### config.mk
export PLATFORM = sky130hd
export DESIGN_NAME = pwm_timer_ctrl_flat
export DESIGN_NICKNAME = d
export VERILOG_FILES = /design/src/rtl/pwm_timer_ctrl_pkg.sv /design/src/rtl/pwm_timer_ctrl_if.sv /design/src/rtl/pwm_timer_ctrl_wrap_detect.sv /design/src/rtl/pwm_timer_ctrl.sv /design/src/flat_wrapper.sv
export SDC_FILE = /design/constraint.sdc
export NUM_CORES = 1
export LEC_CHECK = 0
export BUFFER_PORTS_ARGS = -buffer_cell sky130_fd_sc_hd__clkbuf_2
export CORE_ASPECT_RATIO = 1.25
export CORE_MARGIN = 5
export CORE_UTILIZATION = 61
export CTS_BUF_LIST = sky130_fd_sc_hd__clkbuf_4 sky130_fd_sc_hd__clkbuf_8 sky130_fd_sc_hd__clkbuf_16
export CTS_CLUSTER_DIAMETER = 40
export DETAILED_ROUTE_END_ITERATION = 8
export PLACE_DENSITY = 0.86
export SLEW_MARGIN = 10
export SYNTH_ARGS = -nofsm -noshare
export SYNTH_HDL_FRONTEND = slang
export SYNTH_SLANG_ARGS = --single-unit
### constraint.sdc
create_clock -name clk -period 4.9 [get_ports clk]
set_input_delay 0.735 -clock clk [delete_from_list [all_inputs] [get_ports clk]]
set_output_delay 0.735 -clock clk [all_outputs]
set_load 0.05 [all_outputs]
### src/rtl/pwm_timer_ctrl_pkg.sv
// Shared types and widths for the PWM period-counter sequencing controller.
// Holds the FSM state encoding and the counter configuration record.
package pwm_pkg;

  localparam int unsigned CW = 16;
  localparam int unsigned PW = 8;
  localparam int unsigned RW = 16;

  typedef enum logic [1:0] {
    StIdle,
    StArm,
    StRun,
    StDrain
  } state_e;

  typedef struct packed {
    logic [CW-1:0] period;
    logic [PW-1:0] prescale;
    logic          upnotdown;
  } cfg_t;

endpackage

### src/rtl/pwm_timer_ctrl_if.sv
// Register-file and counter-facing signals of the PWM sequencing controller.
// The slave modport is the controller; the master side is regfile plus counter.
interface pwm_timer_ctrl_if;
  import pwm_pkg::*;

  logic [CW-1:0] cfg_period;
  logic [PW-1:0] cfg_prescale;
  logic          cfg_upnotdown;
  logic [RW-1:0] cfg_repeat;
  logic          start;
  logic          stop;
  logic          abort;
  logic          update_req;
  logic [CW-1:0] count_val;

  logic          cnt_en;
  logic          cnt_reset;
  logic [CW-1:0] cnt_period;
  logic [PW-1:0] cnt_prescale;
  logic          cnt_upnotdown;
  logic          busy;
  logic          period_done;
  logic          update_ack;
  logic          run_done;
  logic          cfg_err;

  modport master (
    output cfg_period, cfg_prescale, cfg_upnotdown, cfg_repeat,
    output start, stop, abort, update_req, count_val,
    input  cnt_en, cnt_reset, cnt_period, cnt_prescale, cnt_upnotdown,
    input  busy, period_done, update_ack, run_done, cfg_err
  );

  modport slave (
    input  cfg_period, cfg_prescale, cfg_upnotdown, cfg_repeat,
    input  start, stop, abort, update_req, count_val,
    output cnt_en, cnt_reset, cnt_period, cnt_prescale, cnt_upnotdown,
    output busy, period_done, update_ack, run_done, cfg_err
  );

endinterface

### src/rtl/pwm_timer_ctrl_wrap_detect.sv
// Period-boundary detector: compares the previous and current counter value.
// In down mode the initial 0->period reload after arming is swallowed once.
module pwm_wrap_detect
  import pwm_pkg::*;
(
  input  logic          clk,
  input  logic          rst_n,
  input  logic          i_arm,
  input  logic          i_run,
  input  logic          i_upnotdown,
  input  logic [CW-1:0] i_period,
  input  logic [CW-1:0] i_count_val,
  output logic          o_wrap
);

  logic [CW-1:0] r_prev;
  logic          r_skip;
  logic          w_raw;

  assign w_raw = i_run && (i_upnotdown ? (r_prev == i_period && i_count_val == '0)
                                       : (r_prev == '0 && i_count_val == i_period));
  assign o_wrap = w_raw && !r_skip;

  always_ff @(posedge clk or negedge rst_n) begin
    if (!rst_n) begin
      r_prev <= '0;
      r_skip <= 1'b0;
    end else if (i_arm) begin
      r_prev <= '0;
      r_skip <= !i_upnotdown;
    end else if (i_run) begin
      r_prev <= i_count_val;
      if (w_raw) begin
        r_skip <= 1'b0;
      end
    end
  end

endmodule

### src/rtl/pwm_timer_ctrl.sv
// Sequencing controller for the PWM period counter: start/stop/abort, N-period
// runs, and shadowed configuration that only takes effect at a period boundary.
module pwm_timer_ctrl
  import pwm_pkg::*;
(
  input  logic             clk,
  input  logic             rst_n,
  pwm_timer_ctrl_if.slave  io_bus
);

  state_e        r_state, w_state_d;
  cfg_t          r_active, w_active_d;
  cfg_t          r_pend, w_pend_d;
  logic          r_pend_valid, w_pend_valid_d;
  logic [RW-1:0] r_repeat, w_repeat_d;
  logic [RW-1:0] r_pcount, w_pcount_d;
  logic [RW-1:0] w_pcount_inc;
  logic          r_cnt_en, w_cnt_en_d;
  logic          r_cnt_reset, w_cnt_reset_d;
  logic          r_period_done, w_period_done_d;
  logic          r_update_ack, w_update_ack_d;
  logic          r_run_done, w_run_done_d;
  logic          r_cfg_err, w_cfg_err_d;
  logic          w_abort_taken;
  logic          w_wrap;
  cfg_t          w_cfg;

  assign w_cfg = '{period:    io_bus.cfg_period,
                   prescale:  io_bus.cfg_prescale,
                   upnotdown: io_bus.cfg_upnotdown};

  assign w_pcount_inc = (r_pcount == '1) ? r_pcount : r_pcount + RW'(1);

  pwm_wrap_detect u_wrap_detect (
    .clk         (clk),
    .rst_n       (rst_n),
    .i_arm       (r_state == StArm),
    .i_run       (r_cnt_en),
    .i_upnotdown (r_active.upnotdown),
    .i_period    (r_active.period),
    .i_count_val (io_bus.count_val),
    .o_wrap      (w_wrap)
  );

  always_comb begin
    w_state_d       = r_state;
    w_active_d      = r_active;
    w_pend_d        = r_pend;
    w_pend_valid_d  = r_pend_valid;
    w_repeat_d      = r_repeat;
    w_pcount_d      = r_pcount;
    w_period_done_d = 1'b0;
    w_update_ack_d  = 1'b0;
    w_run_done_d    = 1'b0;
    w_cfg_err_d     = 1'b0;
    w_abort_taken   = 1'b0;

    // A capture coinciding with a boundary stays pending; the old shadow applies.
    if (io_bus.update_req) begin
      w_pend_d       = w_cfg;
      w_pend_valid_d = 1'b1;
    end

    if (r_state != StIdle && io_bus.abort) begin
      w_abort_taken  = 1'b1;
      w_state_d      = StIdle;
      w_run_done_d   = 1'b1;
      w_pend_valid_d = 1'b0;
    end else begin
      unique case (r_state)
        StIdle: begin
          if (io_bus.start) begin
            if (io_bus.cfg_period != '0) begin
              w_active_d     = w_cfg;
              w_repeat_d     = io_bus.cfg_repeat;
              w_pcount_d     = '0;
              w_pend_valid_d = 1'b0;
              w_state_d      = StArm;
            end else begin
              w_cfg_err_d = 1'b1;
            end
          end
        end
        StArm: w_state_d = StRun;
        StRun, StDrain: begin
          if (w_wrap) begin
            w_period_done_d = 1'b1;
            w_pcount_d      = w_pcount_inc;
            if (r_pend_valid) begin
              w_active_d     = r_pend;
              w_pend_valid_d = io_bus.update_req;
              w_update_ack_d = 1'b1;
            end
            if ((r_repeat != '0 && w_pcount_inc == r_repeat) || r_state == StDrain ||
                io_bus.stop) begin
              w_state_d    = StIdle;
              w_run_done_d = 1'b1;
            end
          end else if (r_state == StRun && io_bus.stop) begin
            w_state_d = StDrain;
          end
        end
        default: w_state_d = StIdle;
      endcase
    end

    w_cnt_en_d    = (w_state_d == StRun) || (w_state_d == StDrain);
    w_cnt_reset_d = w_abort_taken || (w_state_d == StArm);
  end

  always_ff @(posedge clk or negedge rst_n) begin
    if (!rst_n) begin
      r_state       <= StIdle;
      r_active      <= '0;
      r_pend        <= '0;
      r_pend_valid  <= 1'b0;
      r_repeat      <= '0;
      r_pcount      <= '0;
      r_cnt_en      <= 1'b0;
      r_cnt_reset   <= 1'b0;
      r_period_done <= 1'b0;
      r_update_ack  <= 1'b0;
      r_run_done    <= 1'b0;
      r_cfg_err     <= 1'b0;
    end else begin
      r_state       <= w_state_d;
      r_active      <= w_active_d;
      r_pend        <= w_pend_d;
      r_pend_valid  <= w_pend_valid_d;
      r_repeat      <= w_repeat_d;
      r_pcount      <= w_pcount_d;
      r_cnt_en      <= w_cnt_en_d;
      r_cnt_reset   <= w_cnt_reset_d;
      r_period_done <= w_period_done_d;
      r_update_ack  <= w_update_ack_d;
      r_run_done    <= w_run_done_d;
      r_cfg_err     <= w_cfg_err_d;
    end
  end

  assign io_bus.cnt_en        = r_cnt_en;
  assign io_bus.cnt_reset     = r_cnt_reset;
  assign io_bus.cnt_period    = r_active.period;
  assign io_bus.cnt_prescale  = r_active.prescale;
  assign io_bus.cnt_upnotdown = r_active.upnotdown;
  assign io_bus.busy          = (r_state != StIdle);
  assign io_bus.period_done   = r_period_done;
  assign io_bus.update_ack    = r_update_ack;
  assign io_bus.run_done      = r_run_done;
  assign io_bus.cfg_err       = r_cfg_err;

endmodule

### src/flat_wrapper.sv
// flat-port wrapper written by rule: the top's interface ports become plain ports
module pwm_timer_ctrl_flat import pwm_pkg::*;
  (clk, rst_n, io_bus_cfg_period, io_bus_cfg_prescale, io_bus_cfg_upnotdown, io_bus_cfg_repeat, io_bus_start, io_bus_stop, io_bus_abort, io_bus_update_req, io_bus_count_val, io_bus_cnt_en, io_bus_cnt_reset, io_bus_cnt_period, io_bus_cnt_prescale, io_bus_cnt_upnotdown, io_bus_busy, io_bus_period_done, io_bus_update_ack, io_bus_run_done, io_bus_cfg_err);
  pwm_timer_ctrl_if io_bus_i ();
  input  logic clk;
  input  logic rst_n;
  input wire logic [$bits(io_bus_i.cfg_period)-1:0] io_bus_cfg_period;
  input wire logic [$bits(io_bus_i.cfg_prescale)-1:0] io_bus_cfg_prescale;
  input wire logic [$bits(io_bus_i.cfg_upnotdown)-1:0] io_bus_cfg_upnotdown;
  input wire logic [$bits(io_bus_i.cfg_repeat)-1:0] io_bus_cfg_repeat;
  input wire logic [$bits(io_bus_i.start)-1:0] io_bus_start;
  input wire logic [$bits(io_bus_i.stop)-1:0] io_bus_stop;
  input wire logic [$bits(io_bus_i.abort)-1:0] io_bus_abort;
  input wire logic [$bits(io_bus_i.update_req)-1:0] io_bus_update_req;
  input wire logic [$bits(io_bus_i.count_val)-1:0] io_bus_count_val;
  output wire logic [$bits(io_bus_i.cnt_en)-1:0] io_bus_cnt_en;
  output wire logic [$bits(io_bus_i.cnt_reset)-1:0] io_bus_cnt_reset;
  output wire logic [$bits(io_bus_i.cnt_period)-1:0] io_bus_cnt_period;
  output wire logic [$bits(io_bus_i.cnt_prescale)-1:0] io_bus_cnt_prescale;
  output wire logic [$bits(io_bus_i.cnt_upnotdown)-1:0] io_bus_cnt_upnotdown;
  output wire logic [$bits(io_bus_i.busy)-1:0] io_bus_busy;
  output wire logic [$bits(io_bus_i.period_done)-1:0] io_bus_period_done;
  output wire logic [$bits(io_bus_i.update_ack)-1:0] io_bus_update_ack;
  output wire logic [$bits(io_bus_i.run_done)-1:0] io_bus_run_done;
  output wire logic [$bits(io_bus_i.cfg_err)-1:0] io_bus_cfg_err;
  assign io_bus_i.cfg_period = io_bus_cfg_period;
  assign io_bus_i.cfg_prescale = io_bus_cfg_prescale;
  assign io_bus_i.cfg_upnotdown = io_bus_cfg_upnotdown;
  assign io_bus_i.cfg_repeat = io_bus_cfg_repeat;
  assign io_bus_i.start = io_bus_start;
  assign io_bus_i.stop = io_bus_stop;
  assign io_bus_i.abort = io_bus_abort;
  assign io_bus_i.update_req = io_bus_update_req;
  assign io_bus_i.count_val = io_bus_count_val;
  assign io_bus_cnt_en = io_bus_i.cnt_en;
  assign io_bus_cnt_reset = io_bus_i.cnt_reset;
  assign io_bus_cnt_period = io_bus_i.cnt_period;
  assign io_bus_cnt_prescale = io_bus_i.cnt_prescale;
  assign io_bus_cnt_upnotdown = io_bus_i.cnt_upnotdown;
  assign io_bus_busy = io_bus_i.busy;
  assign io_bus_period_done = io_bus_i.period_done;
  assign io_bus_update_ack = io_bus_i.update_ack;
  assign io_bus_run_done = io_bus_i.run_done;
  assign io_bus_cfg_err = io_bus_i.cfg_err;
  pwm_timer_ctrl u_core (.clk(clk), .rst_n(rst_n), .io_bus(io_bus_i));
endmodule
# Word-level counts from Yosys, hierarchy flattened
# Index checks and enable logic that the tools add are counted.
# word_totals
register_bits	108
inputBits	63
out_inout_bits	32
elab_cells	107
# op_classes
n_addsub	1
n_eq_ne	14
n_mux	46
bitwise_logic	1
reduce_logical	27
# ops
operator	n
2-to-1 mux 25 bit	4
2-to-1 mux 16 bit	6
case mux 25 bit (2 select lines)	1
== test 16 bit	3
zero test 16 bit	2
case mux 16 bit (2 select lines)	1
nonzero test 16 bit	2
2-to-1 mux 1 bit	26
adder 16 x 1 -> 16 bit (second input constant)	1
== test 16 bit (second input constant)	1
2-to-1 mux 2 bit	6
== test 2 bit (second input constant)	4
nonzero test 2 bit	4
logical AND 1 bit	7
case mux 2 bit (3 select lines)	1
AND reduction 6 bit	1
AND reduction 5 bit	1
== test 2 x 1 -> 1 bit (second input constant)	2
logical OR 1 bit	4
!= test 2 x 1 -> 1 bit (second input constant)	2
!= test 2 bit (second input constant)	2
AND reduction 4 bit	1
zero test 1 bit	2
zero test 2 bit	1
4 further kinds	4

# Depth between registers and ports, before layout
# depth
word_depth	12
ltp_mapped	9
mapped_depth_nobuf	8

# Cells and area by module
# A second synthesis with hierarchy kept.
# hier_totals
hier_cells	598
hier_area_um2	5839.4
# by_module_without_submodules
mod	instances	cells_per_inst	area_per_inst_um2	seq_area_each_um2
pwm_timer_ctrl	1	484	4710.8	2277.2
pwm_wrap_detect	1	114	1128.6	425.4

# Least setup slack after synthesis
# No wires, ideal clock.
# synth_path
path_type	input-to-reg
start	input port io_bus_count_val[0]
end	register u_core.r_active, in the netlist u_core.io_bus.cnt_period[0]
setup_ns	0.126
arrival_time_ns	2.457
t_required_ns	4.774
slack_ns	2.317
cell_stages	7
path_buffers	1
path_cell_list	or4_1 nor2_1 a32oi_1 nor2_2 o22ai_1 clkbuf_1 a221o_1
# synth_via
elab_chain_len	7
elab_cells_between_ends	9
cone_classes	2 x eq/ne; 1 x mux; 6 x reduce/logical
# synth_rtl
item	line	text
from (decl)	flat_wrapper.sv:15	input wire logic [$bits(io_bus_i.count_val)-1:0] io_bus_count_val;
== test 16 bit or zero test 16 bit (tied branches)	pwm_timer_ctrl_wrap_detect.sv:21, pwm_timer_ctrl_wrap_detect.sv:20	
logical AND 1 bit (on tied branches)	pwm_timer_ctrl_wrap_detect.sv:21, pwm_timer_ctrl_wrap_detect.sv:20	
2-to-1 mux 1 bit (*)	pwm_timer_ctrl_wrap_detect.sv:20	assign w_raw = i_run && (i_upnotdown ? (r_prev == i_period && i_count_val == '0)
logical AND 1 bit (*)	pwm_timer_ctrl_wrap_detect.sv:20	
logical AND 1 bit (*)	pwm_timer_ctrl_wrap_detect.sv:22	assign o_wrap = w_raw && !r_skip;
!= test 2 bit (no line) (*)	n/a	
AND reduction 6 bit (no line) (*)	n/a	
to (signal assigned)	pwm_timer_ctrl.sv:127	r_active <= w_active_d;
to (decl)	pwm_timer_ctrl.sv:12	cfg_t r_active, w_active_d;
# Mark *: on every way between the ends. The rest lies on a longest branch, timed or not.
# A chain may end at the register's enable or synchronous reset.

# Worst setup path after layout
# layout_path
start	register u_core.r_state[1]
end	register u_core.r_active, in the netlist u_core.io_bus.cnt_period[14]
# layout_via
elab_chain_len	4
elab_cells_between_ends	14
cone_classes	6 x eq/ne; 1 x mux; 1 x bitwise; 6 x reduce/logical
# layout_rtl
item	line	text
from (decl)	pwm_timer_ctrl.sv:11	state_e r_state, w_state_d;
from (signal assigned)	pwm_timer_ctrl.sv:113	r_state <= StIdle;
from (signal assigned)	pwm_timer_ctrl.sv:126	r_state <= w_state_d;
== test 2 bit or nonzero test 2 bit (tied branches)	pwm_timer_ctrl.sv:70, pwm_timer_ctrl.sv:64	
OR reduction 2 bit or logical AND 1 bit (tied branches)	pwm_timer_ctrl.sv:70, pwm_timer_ctrl.sv:64	
!= test 2 x 1 -> 1 bit (no line), or another cell as far along	n/a	
AND reduction 6 bit (no line)	n/a	
# Parallel ways exist; a longest one is shown, timed or not.

==> impl_metrics.tcl <==
set metrics [dict create \
    maxSlewViolCount 0 \
    design_area_um2 6720 \
    layout_common_cells "108 x dfrtp_1, 93 x clkbuf_2, 42 x mux2_2, 37 x xnor2_1, 34 x nor2_1" \
    critPathMaxStageDelay_ns 0.92 \
    h-tree-depth 3 \
    multi_input_area_um2 2930 \
    ant_nets 0 \
    syn_avg_cell_area_um2 11.0 \
    path_cells "nor2_1, nand2_1, nor2b_4, o22ai_2, a221o_1" \
    grt_max_degree 70 \
    drv_cap 0 \
    clk_latency_ns 0.35 \
    worstReg2RegStart "u_core.r_state[1]" \
    cts_tree "done" \
    rsz0062_at_grt "no" \
    drive_gt1_share_pct 29.1 \
    synth_edf_count 0 \
    core.rowCount 40 \
    post_drt_wl_per_cell_um 21.7 \
    viasPerCell 6.50 \
    reg2reg_to "u_core.io_bus.cnt_period[14]" \
    yosysSeqAreaShare_pct 46.4 \
    antenna_found_initial 0 \
    timing.final.crit_share_pct 64.6 \
    fin_setup_tns_ns 0 \
    hold_slack_ns 0.476 \
    worst_slew_pin_slew_ns 1.21 \
    critPathKind "reg -> reg" \
    place_congestion 0.960 \
    p_total_mw 3.18 \
    setup_violations 0 \
    fillers 652 \
    cpMaxStageDelayCell "nor2b_4" \
    grt_util_all_layers_pct 28.1 \
    grt_first_pass_wirelength_mm 26.0 \
    numPortBuffers 94 \
    die_area_um2 11600 \
    postCtsSetupRepairBufs 0 \
    routed_wirelength_mm 16.0 \
    dieHeight_um 119 \
    start_kind "flop" \
    async_flop_share_pct 100 \
    core_um2 9460 \
    pin_count 95 \
    drt_iter0_markers 362 \
    critPathMaxFanout 54 \
    post-place-ws_ns 1.60 \
    regArea_um2 2700 \
    final_util_pct 71.0 \
    gr-total-overflow 0 \
    synth_area_um2 5830 \
    hpwlAfterDp_mm 11.7 \
    syn-num-nets 594 \
    cts_hold_buffers 0 \
    nNetsFinal 671 \
    crit_required_ns 5.13 \
    area_growth_pct 15.2 \
    leakagePower_nw 2.90 \
    grt_pass1_vias 4969 \
    finalNonFillerCells 738 \
    cts_sinks 108 \
    r2r_cells 5 \
    dr.pass1.iters 5 \
    outcome "completed" \
    route.detailed.drc 0 \
    chipWidth_um 97.4 \
    yosys_warnings 0 \
    clk_pin_slew_ns 0.07 \
    cp-end-kind "flop" \
    clock_path_buffers 2 \
    syn-instance-count 530 \
    ir_drop_v 0.000297 \
    clock.fmax_mhz 316 \
    period_minus_slack_ns 3.17 \
    antenna_cells 0 \
    worst_slack_ns 1.73 \
    cts.repair.resized 0 \
    root_buffer "clkbuf_16" \
    powerDensity_nw_per_um2 474 \
    cts_buffers 9 \
    worstHoldPathType "in -> async" \
    startpoint "u_core.r_state[1]" \
    initial_core_util_pct 61.6 \
    hold_viol_final 0 \
    dp_cells 722 \
    synthDistinctLibCells 71 \
    crit_end "u_core.io_bus.cnt_period[14]" \
    vias 4799 \
    slew_headroom_pct 19.0 \
    ys.flop_type "dfrtp_1" \
    reg2reg_slack_ns 1.73 \
    arrival_ns 3.40 \
    yosys_register_bits 108 \
    layout_commonest_cell "dfrtp_1" \
    skew_ns 0.00995 \
    placed_cell_area_um2 6330 \
]
## cell families (layout without fill, tap and decap cells)
kind of cell               count (synthesis)  after routing  synth area share, %
muxes                                     64             64                 11.9
xor gates and xnor gates                  47             47                 7.06
and+or+nand+nor                          182            182                 18.2
DFF                                      108            108                 46.4
buffers and inverters                     41            123                 3.54
AOI/OAI and AO/OA                         87             87                 12.7
adders and majority gates                  1              1                0.215
## report_power, final
| group | internal, mW | leakage (nW) | switching, mW |
|---|---|---|---|
| Clock | 0.561 | 0.185 | 0.346 |
| Sequential | 1.07 | 1.35 | 0.247 |
| Combinational | 0.371 | 1.37 | 0.589 |
## how the worst min path moves through the flow
stage	end	slack [ns]	start
floorplan	u_core.io_bus.cfg_err	0.44	rst_n
global route	u_core.r_pend[16]	0.53	u_core.r_pend[16]
CTS	u_core.u_wrap_detect.r_prev[9]	0.51	rst_n
finish	u_core.u_wrap_detect.r_prev[9]	0.48	rst_n
detailed placement	u_core.io_bus.cnt_period[12]	0.50	u_core.r_pend[21]
global placement	u_core.io_bus.cnt_prescale[7]	0.48	u_core.r_pend[8]
## registers in the layout (all words and copies together) (netlist names), 2 cells and up
name                         cells
u_core.r_pend                   25
u_core.io_bus.cnt_period        16
u_core.u_wrap_detect.r_prev     16
u_core.r_repeat                 16
u_core.io_bus.cnt_prescale       8
u_core.r_pcount                 16
u_core.r_state                   2
## layout make-up
class	count	area share (%)
clock buffer	9	3.35
sequential	108	40.2
inverter	8	0.447
timing repair buffer	99	7.60
tap	126	2.35
multi-input combinational	381	43.7
clock inverter	7	2.33
## routing by layer
| layer | track usage, % | part of all wire [%] | routed length [µm] | vias to the layer above |
|---|---|---|---|---|
| met5 | 0 | 0 | 0 | - |
| met4 | 13.6 | 4.2 | 674 | 0 |
| met3 | 5.86 | 6.0 | 954 | 52 |
| met2 | 49.2 | 51 | 8210 | 234 |
| met1 | 32.5 | 38 | 6150 | 2382 |
| li1 | - | - | - | 2131 |
## critical path: cells and delay by family (launching register included)
family          cells  cell delay, ns
compound gates      2            1.15
flops               1            0.45
simple gates        3            1.44
## synthesized netlist by cell type (2+ instances only)
master       n  share of area, %
a41oi_1      2              0.30
a31oi_1      6              0.64
o41ai_1      2              0.30
buf_1        3              0.19
buf_2        8              0.69
nand2_1     24               1.5
clkbuf_1    14              0.90
nand4_1     18               1.9
or4_1        2              0.26
a22o_1       3              0.45
or3_1        4              0.43
o211a_1      2              0.34
nor2_1      34               2.2
a21o_1       2              0.26
xor2_1      10               1.5
nand3_1     14               1.2
o21ai_0      9              0.77
a211oi_1     4              0.52
a21oi_1      8              0.69
buf_4        3              0.39
mux2i_1     22               3.8
o2111ai_1    3              0.45
and4_1       3              0.45
nor2b_1      6              0.64
inv_1        8              0.52
or2_2        4              0.43
buf_6        4              0.77
dfrtp_1    108                46
a311oi_1     3              0.45
nand4_4      2              0.73
nand3_2      2              0.34
xnor2_1     37               5.6
and3_1       2              0.21
mux2_2      42               8.1
and2_1      28               3.0
nor4_1      19               2.0
a221o_1     25               4.3
nor3_1       7              0.60
(Power assumes the default switching activity.)
